===== src/rtl/cpu_top_level_if.sv =====
// Instruction-fetch and data-memory bus between the core and its memories.
// The core drives addresses and requests; memory returns the instruction and load data in the same cycle.
interface cpu_top_level_if;
    logic [31:0] Instr_Addr;
    logic [31:0] INSTRUCTION;
    logic [31:0] MEM_addr;
    logic [31:0] MEM_WR_out;
    logic [2:0]  MEM_type;
    logic        MEM_rd_en;
    logic        MEM_wr_en;
    logic [31:0] MEM_data;

    modport master (
        output Instr_Addr, MEM_addr, MEM_WR_out, MEM_type, MEM_rd_en, MEM_wr_en,
        input  INSTRUCTION, MEM_data
    );

    modport slave (
        input  Instr_Addr, MEM_addr, MEM_WR_out, MEM_type, MEM_rd_en, MEM_wr_en,
        output INSTRUCTION, MEM_data
    );
endinterface


===== src/rtl/cpu_top_level.sv =====
// Single-cycle RV32I-subset core.
// Each rising CLK retires the instruction presented at Instr_Addr; unsupported encodings retire as NOPs.
module cpu_top_level (
    input  logic            CLK,
    input  logic            Reset,
    cpu_top_level_if.master bus
);
    localparam logic [6:0] OPC_LUI    = 7'h37;
    localparam logic [6:0] OPC_AUIPC  = 7'h17;
    localparam logic [6:0] OPC_JAL    = 7'h6F;
    localparam logic [6:0] OPC_JALR   = 7'h67;
    localparam logic [6:0] OPC_BRANCH = 7'h63;
    localparam logic [6:0] OPC_LOAD   = 7'h03;
    localparam logic [6:0] OPC_STORE  = 7'h23;
    localparam logic [6:0] OPC_OP_IMM = 7'h13;
    localparam logic [6:0] OPC_OP     = 7'h33;

    logic [31:0] pc;
    logic [31:0] regs [32];

    logic [31:0] instr;
    logic [6:0]  opcode;
    logic [4:0]  rd;
    logic [4:0]  rs1;
    logic [4:0]  rs2;
    logic [2:0]  funct3;
    logic [6:0]  funct7;

    assign instr  = bus.INSTRUCTION;
    assign opcode = instr[6:0];
    assign rd     = instr[11:7];
    assign funct3 = instr[14:12];
    assign rs1    = instr[19:15];
    assign rs2    = instr[24:20];
    assign funct7 = instr[31:25];

    logic [31:0] imm_i, imm_s, imm_b, imm_u, imm_j;
    assign imm_i = {{20{instr[31]}}, instr[31:20]};
    assign imm_s = {{20{instr[31]}}, instr[31:25], instr[11:7]};
    assign imm_b = {{19{instr[31]}}, instr[31], instr[7], instr[30:25], instr[11:8], 1'b0};
    assign imm_u = {instr[31:12], 12'd0};
    assign imm_j = {{11{instr[31]}}, instr[31], instr[19:12], instr[20], instr[30:21], 1'b0};

    logic [31:0] rs1_val, rs2_val;
    assign rs1_val = (rs1 == 5'd0) ? 32'd0 : regs[rs1];
    assign rs2_val = (rs2 == 5'd0) ? 32'd0 : regs[rs2];

    logic [31:0] pc_plus4;
    assign pc_plus4 = pc + 32'd4;

    // The ALU also forms load/store/JALR addresses: non-ALU opcodes force an add.
    logic [31:0] alu_b, alu_res;
    logic [2:0]  alu_op;
    always_comb begin
        alu_b  = (opcode == OPC_OP) ? rs2_val : ((opcode == OPC_STORE) ? imm_s : imm_i);
        alu_op = (opcode == OPC_OP || opcode == OPC_OP_IMM) ? funct3 : 3'd0;
        case (alu_op)
            3'd0:    alu_res = (opcode == OPC_OP && funct7[5]) ? rs1_val - alu_b : rs1_val + alu_b;
            3'd1:    alu_res = rs1_val << alu_b[4:0];
            3'd2:    alu_res = {31'd0, $signed(rs1_val) < $signed(alu_b)};
            3'd3:    alu_res = {31'd0, rs1_val < alu_b};
            3'd4:    alu_res = rs1_val ^ alu_b;
            3'd5:    alu_res = funct7[5] ? 32'($signed(rs1_val) >>> alu_b[4:0]) : rs1_val >> alu_b[4:0];
            3'd6:    alu_res = rs1_val | alu_b;
            default: alu_res = rs1_val & alu_b;
        endcase
    end

    logic taken;
    always_comb begin
        case (funct3)
            3'd0:    taken = (rs1_val == rs2_val);
            3'd1:    taken = (rs1_val != rs2_val);
            3'd4:    taken = ($signed(rs1_val) < $signed(rs2_val));
            3'd5:    taken = ($signed(rs1_val) >= $signed(rs2_val));
            3'd6:    taken = (rs1_val < rs2_val);
            3'd7:    taken = (rs1_val >= rs2_val);
            default: taken = 1'b0;
        endcase
    end

    logic        reg_we, mem_rd, mem_wr;
    logic [31:0] wb_val, pc_next;
    always_comb begin
        reg_we  = 1'b0;
        mem_rd  = 1'b0;
        mem_wr  = 1'b0;
        wb_val  = alu_res;
        pc_next = pc_plus4;
        case (opcode)
            OPC_LUI: begin
                reg_we = 1'b1;
                wb_val = imm_u;
            end
            OPC_AUIPC: begin
                reg_we = 1'b1;
                wb_val = pc + imm_u;
            end
            OPC_JAL: begin
                reg_we  = 1'b1;
                wb_val  = pc_plus4;
                pc_next = pc + imm_j;
            end
            OPC_JALR: begin
                if (funct3 == 3'd0) begin
                    reg_we  = 1'b1;
                    wb_val  = pc_plus4;
                    pc_next = {alu_res[31:1], 1'b0};
                end
            end
            OPC_BRANCH: begin
                if (taken) pc_next = pc + imm_b;
            end
            OPC_LOAD: begin
                if (funct3 != 3'd3 && funct3 != 3'd6 && funct3 != 3'd7) begin
                    mem_rd = 1'b1;
                    reg_we = 1'b1;
                    wb_val = bus.MEM_data;
                end
            end
            OPC_STORE: begin
                mem_wr = (funct3 < 3'd3);
            end
            OPC_OP_IMM: begin
                if (funct3 == 3'd1)      reg_we = (funct7 == 7'h00);
                else if (funct3 == 3'd5) reg_we = (funct7 == 7'h00 || funct7 == 7'h20);
                else                     reg_we = 1'b1;
            end
            OPC_OP: begin
                reg_we = (funct7 == 7'h00) ||
                         (funct7 == 7'h20 && (funct3 == 3'd0 || funct3 == 3'd5));
            end
            default: ;
        endcase
    end

    assign bus.Instr_Addr = pc;
    assign bus.MEM_addr   = alu_res;
    assign bus.MEM_WR_out = rs2_val;
    assign bus.MEM_type   = funct3;
    assign bus.MEM_rd_en  = mem_rd & ~Reset;
    assign bus.MEM_wr_en  = mem_wr & ~Reset;

    always_ff @(posedge CLK or posedge Reset) begin
        if (Reset) begin
            pc <= 32'd0;
            for (int i = 0; i < 32; i++) regs[i] <= 32'd0;
        end else begin
            pc <= pc_next;
            if (reg_we && rd != 5'd0) regs[rd] <= wb_val;
        end
    end
endmodule


===== src/flat_wrapper.sv =====
// flat-port wrapper written by rule: the top's interface ports become plain ports
module cpu_top_level_flat 
  (CLK, Reset, bus_Instr_Addr, bus_MEM_addr, bus_MEM_WR_out, bus_MEM_type, bus_MEM_rd_en, bus_MEM_wr_en, bus_INSTRUCTION, bus_MEM_data);
  cpu_top_level_if bus_i ();
  input  logic CLK;
  input  logic Reset;
  output wire logic [$bits(bus_i.Instr_Addr)-1:0] bus_Instr_Addr;
  output wire logic [$bits(bus_i.MEM_addr)-1:0] bus_MEM_addr;
  output wire logic [$bits(bus_i.MEM_WR_out)-1:0] bus_MEM_WR_out;
  output wire logic [$bits(bus_i.MEM_type)-1:0] bus_MEM_type;
  output wire logic [$bits(bus_i.MEM_rd_en)-1:0] bus_MEM_rd_en;
  output wire logic [$bits(bus_i.MEM_wr_en)-1:0] bus_MEM_wr_en;
  input wire logic [$bits(bus_i.INSTRUCTION)-1:0] bus_INSTRUCTION;
  input wire logic [$bits(bus_i.MEM_data)-1:0] bus_MEM_data;
  assign bus_Instr_Addr = bus_i.Instr_Addr;
  assign bus_MEM_addr = bus_i.MEM_addr;
  assign bus_MEM_WR_out = bus_i.MEM_WR_out;
  assign bus_MEM_type = bus_i.MEM_type;
  assign bus_MEM_rd_en = bus_i.MEM_rd_en;
  assign bus_MEM_wr_en = bus_i.MEM_wr_en;
  assign bus_i.INSTRUCTION = bus_INSTRUCTION;
  assign bus_i.MEM_data = bus_MEM_data;
  cpu_top_level u_core (.CLK(CLK), .Reset(Reset), .bus(bus_i));
endmodule

===== config.mk =====
export PLATFORM = sky130hd
export DESIGN_NAME = cpu_top_level_flat
export DESIGN_NICKNAME = d
export VERILOG_FILES = /design/src/rtl/cpu_top_level_if.sv /design/src/rtl/cpu_top_level.sv /design/src/flat_wrapper.sv
export SDC_FILE = /design/constraint.sdc
export NUM_CORES = 2
export LEC_CHECK = 0
export ABC_AREA = 1
export BUFFER_PORTS_ARGS = -buffer_cell sky130_fd_sc_hd__buf_4
export CELL_PAD_IN_SITES_DETAIL_PLACEMENT = 0
export CELL_PAD_IN_SITES_GLOBAL_PLACEMENT = 1
export CORE_UTILIZATION = 45
export CTS_BUF_LIST = sky130_fd_sc_hd__clkbuf_8
export DETAILED_ROUTE_END_ITERATION = 12
export PLACE_DENSITY_LB_ADDON = 0.25
export REMOVE_ABC_BUFFERS = 1
export SYNTH_ARGS = -nofsm -noshare
export SYNTH_HDL_FRONTEND = slang
export SYNTH_SLANG_ARGS = --single-unit

===== constraint.sdc =====
create_clock -name CLK -period 34.5 [get_ports CLK]
set_clock_uncertainty 0.2 [all_clocks]
set_input_delay 1.725 -clock CLK [delete_from_list [all_inputs] [get_ports CLK]]
set_output_delay 1.725 -clock CLK [all_outputs]
set_load 0.02 [all_outputs]

**Word-level counts from Yosys, hierarchy flattened**

Index checks and enable logic that the tools add are counted.

- Register bits: 1056
- Output and inout bits: 101
- Input port bits: 66
- Word-level logic and storage cells: 136

- Shift-type cells: 3
- Muxes and demuxes: 31
- $lt $le $gt $ge: 11
- Eq/ne operators: 26
- Add/sub/neg operators: 6
- Reduce and logical (&&, ||, !) cells: 17
- Bitwise gates (word level): 9

Operator list:

| operator | count |
|---|---|
| bitwise mux 1024 bit | 1 |
| 2-to-1 mux 32 bit | 14 |
| binary-select mux 32 bit (select 5 bit) | 2 |
| one-hot mux 32 bit (7 select lines) | 1 |
| demux 32 bit (select 5 bit) | 1 |
| one-hot mux 32 bit (5 select lines) | 1 |
| adder 32 bit | 4 |
| < comparator 32 bit | 4 |
| one-hot mux 32 bit (3 select lines) | 1 |
| >= comparator 32 bit | 2 |
| adder 32 x 3 -> 32 bit (second input constant) | 1 |
| bitwise AND 32 bit | 1 |
| == test 32 bit | 1 |
| inequality test 32 bit | 1 |
| OR 32 bit | 1 |
| left shift 32 x 5 -> 32 bit | 1 |
| right shift 32 x 5 -> 32 bit | 1 |
| >>> shifter 32 x 5 -> 32 bit | 1 |
| subtractor 32 bit | 1 |
| bitwise XOR 32 bit | 1 |
| == test 7 x 6 -> 1 bit (second input constant) | 4 |
| == test 3 bit (second input constant) | 7 |
| == test 7 bit (second input constant) | 3 |
| >= comparator 6 bit (second input constant) | 3 |
| 23 further kinds | 45 |

**Longest topological paths before layout**

- Depth in word-level cells: 12
- Depth in mapped cells: 43
- Depth with buffers taken out: 38

**Worst setup path after synthesis**

Ideal clock, no wire load.

- Kind: input to output
- From: input bus_INSTRUCTION[20]
- To: output bus_MEM_addr[23]
- Required time: 32575 ps
- Data arrival time: 6295 ps
- Stages on the path: 30
- Buffers on the path: 8
- Slack: 26280 ps
- Path through: buf_4 > buf_4 > buf_4 > clkbuf_1 > buf_2 > clkbuf_1 > clkbuf_1 > o21ai_0 > o221ai_1 > nand3_1 > nand3_1 > nand3_1 > nand2_1 > o21ai_0 > ha_1 > clkbuf_1 > nand2_1 > o21ai_0 > a21boi_1 > o21ai_0 > nand2_1 > nand2_1 > nand2_1 > o21ai_0 > nand2_1 > nand3_1 > nand2_1 > nor2_1 > nor2_1 > a21boi_0

- Cells in the longest elaborated chain, start to end: 9
- Elaborated cells on any way between the ends: 19
- Classes of those cells: add/sub: 2; shift: 3; mux: 9; bitwise: 4; reduce/logical: 1

RTL lines:

| what | RTL line | source |
|---|---|---|
| from (decl) | flat_wrapper.sv:13 | `input wire logic [$bits(bus_i.INSTRUCTION)-1:0] bus_INSTRUCTION;` |
| NOT 5 -> 6 bit (not written as such) | cpu_top_level.sv:46 | `assign rs2_val = (rs2 == 5'd0) ? 32'd0 : regs[rs2];` |
| binary-select mux 32 bit (select 5 bit) | cpu_top_level.sv:46 |  |
| 2-to-1 mux 32 bit (not written as such) (2 in a row) | cpu_top_level.sv:46 |  |
| 2-to-1 mux 32 bit | cpu_top_level.sv:46 |  |
| 2-to-1 mux 32 bit (*) | cpu_top_level.sv:55 | `alu_b = (opcode == OPC_OP) ? rs2_val : ((opcode == OPC_STORE) ? imm_s : imm_i);` |
| adder 32 bit, or another cell as far along | cpu_top_level.sv:58 | `3'd0: alu_res = (opcode == OPC_OP && funct7[5]) ? rs1_val - alu_b : rs1_val + alu_b;` |
| 2-to-1 mux 32 bit, on equally long branches | cpu_top_level.sv:58, cpu_top_level.sv:63 |  |
| one-hot mux 32 bit (7 select lines) (*) | cpu_top_level.sv:57 | `case (alu_op)` |
| to (decl) | flat_wrapper.sv:8 | `output wire logic [$bits(bus_i.MEM_addr)-1:0] bus_MEM_addr;` |

Mark *: on every way between the ends. The rest lies on a longest branch, timed or not. The select of a mux whose other input is x is not followed.

**Worst setup path in the final report**

- From: input bus_INSTRUCTION[21]
- To: output bus_MEM_addr[17]

Same word-level chain as after synthesis.

==> impl_metrics.py <==
metrics = {
    "place": {
        "routabilityCongestion": 1.04,
        "numPortBuffers": 165,
        "place_inst": 13300,
        "place_area_um2": 77200,
        "hpwlAfterDp_um": 260000,
    },
    "grt": {
        "grt_usage_pct": 45.7,
        "grt_pass1_wl_um": 565000,
        "grt_pass1_vias": 79000,
        "grt-ovfl-total": 0,
        "grt_start_max_net_pins": 163,
        "grt_antenna_before_repair": 14,
    },
    "cells_and_area": {
        "final_common_cell": "nand2_1",
        "postLayoutCellArea_um2": 81400,
        "nets": 11500,
        "layout-drive-gt1-share_pct": 7.79,
        "areaGrowthSynthToFinish_pct": 7.78,
        "fin_cells": 13700,
        "final_cell_mix": "nand2_1, nor2_1, o21ai_0",
    },
    "die": {
        "die_height_um": 412,
        "die_w_um": 412,
        "die_area_um2": 170000,
        "core_um2": 167000,
        "start_util_pct": 45.2,
        "fp-row-count": 150,
        "io_pins": 167,
    },
    "timing": {
        "setup_viol": 0,
        "hold_ws_ps": 200,
        "rsz0062_at_grt": "false",
        "post-route-period-util_pct": 33.7,
        "fin_crit_ps": 11620,
        "slew_headroom_pct": 12.8,
        "final_max_slew_viol_count": 0,
        "max_freq_ghz": 0.0861,
        "hold_viol_final": 0,
        "tns_ps": 0,
        "tightest_slew_ps": 1290,
    },
    "cts": {
        "cts_root_buf": "clkbuf_8",
        "clock_latency_ps": 1000,
        "clockBufferDepth": 3,
        "cts_resized": 0,
        "cts_tree": "built",
        "clkTransAtPathRegs_ps": 60,
        "postCtsSetupBuffers": 0,
        "numCtsBuffers": 193,
        "htreeDepth": 4,
        "cts.sinks": 1055,
        "hold_buffers": 0,
    },
    "drt": {
        "route.detailed.drc": 0,
        "highest_layer": "met5",
        "vias": 86200,
        "ant_nets": 0,
        "initialDrtViolationCount": 14000,
        "wl_met3_um": 50900,
        "drt_pass1_iterations": 9,
        "dr_wl_met2_um": 167000,
        "vias_per_cell": 6.31,
        "wl_per_cell_um": 29.2,
        "wl_met1_um": 155000,
        "wl_um": 399000,
    },
    "setup_path": {
        "crit_arrival_ps": 9690,
        "critPathMaxFanout": 64,
        "required_ps": 32580,
        "cp_common_cell": "o21ai_0",
        "cp_slowest_cell": "buf_4",
        "crit_path_end_kind": "primary output",
        "cp-start-kind": "input port",
        "timing_worst_setup_path_type": "input port to primary output",
        "critPathMaxStageDelay_ps": 660,
    },
    "logic_synthesis": {
        "netlist_instances": 11600,
        "ys_seq_elements": 1055,
        "ys_seq_area_share_pct": 34.9,
        "synth-edff-count": 0,
        "netlist_area_um2": 75600,
        "synth_cell_type_count": 71,
        "async_reset_ff_share_pct": 100,
        "synth-main-ff-cell": "dfrtp_1",
        "ys_warn_count": 0,
        "syn_area_per_cell_um2": 6.51,
    },
    "power": {
        "cellPowerDensity_nw_per_um2": 50.0,
        "leakagePower_nw": 41.7,
        "ir_drop_uv": 39.7,
    },
    "flow_run": {
        "cap_viol_max_count": 0,
    },
    "hold_path": {
        "min_path_type": "flop to flop",
    },
    "outcome": {
        "status": "complete, no violations",
    },
}
critical path, delay by kind of cell:
| kind | cells | cell delay [ps] |
|---|---|---|
| compound gates | 13 | 3600 |
| fa+ha+maj | 1 | 400 |
| buf+inv | 9 | 2930 |
| simple gates | 7 | 880 |
layer usage:
metal,track usage [%],vias up
li1,-,37300
met2,66.2,6429
met5,0.678,-
met4,26.8,12
met3,12.4,1356
met1,60.7,41200
state kept, by name (all words and copies together) (netlist names):
register,count
u_core.bus.Instr_Addr,31
u_core.regs,1024
cell usage after synthesis (all sizes together), types with 53 or more instances:
cell type	number	share of area, %
a21oi	464	3.1
buf	449	3.6
clkbuf	438	2.2
dfrtp	1055	35
ha	183	3.0
inv	584	2.9
nand2	4251	21
nand3	821	5.5
nor2	1241	6.3
nor3	77	0.66
o211ai	195	2.0
o21ai	1177	7.8
o221ai	209	2.4
o22ai	55	0.46
or2	85	0.70
xor2	53	0.61
through the flow:
stage	power, mW	setup WS [ps]	utilization, %
after floorplan	2.12	2880	-
after global placement	2.70	23390	46.2
after detailed placement	2.70	23390	46.2
after CTS	4.02	23380	48.7
after global routing	4.21	22920	48.7
final	4.08	22880	48.8
path summary, 6_finish.rpt:
path / start / to / cells after the start / slack (ps)
max in group asynchronous: Reset / u_core.regs[1021] / 6 / 29440
min in group asynchronous: Reset / u_core.bus.Instr_Addr[15] / 2 / 640
max: bus_INSTRUCTION[21] / bus_MEM_addr[17] / 30 / 22880
min: u_core.regs[997] / u_core.regs[997] / 0 / 200
max reg2reg: u_core.regs[227] / u_core.regs[433] / 29 / 26780
min reg2reg: u_core.regs[997] / u_core.regs[997] / 0 / 200
report_power, final:
group | total [mW] | internal [mW] | leakage [nW] | switching (mW)
logic | 1.34 | 0.347 | 24.9 | 0.996
clock network | 1.34 | 0.723 | 2.37 | 0.617
registers | 1.39 | 1.31 | 14.4 | 0.0862
layout make-up:
type | instances | area, µm²
fillers | 17200 | 85600
multi-input cells | 9068 | 42800
flip-flops and latches | 1055 | 26400
clock buffers | 247 | 3400
repair buffers | 381 | 2930
well taps | 2204 | 2760
inverters | 592 | 2280
clock inverters | 97 | 815
diodes | 15 | 37.5
kinds of logic (layout without fill, tap and decap cells):
| family | Yosys count | count (layout) | share of synthesized area [%] |
|---|---|---|---|
| buffers and inverters | 1479 | 1317 | 8.68 |
| adder cells (fa/ha/maj) | 188 | 188 | 3.16 |
| other | 1 | 16 | 0.00496 |
| AO/OA/AOI/OAI | 2247 | 2247 | 17.2 |
| AND/OR/NAND/NOR | 6548 | 6548 | 35.0 |
| flip-flops | 1055 | 1055 | 34.9 |
| multiplexers | 20 | 20 | 0.265 |
| XOR/XNOR | 64 | 64 | 0.742 |
Power figures use the tool's default switching activity.
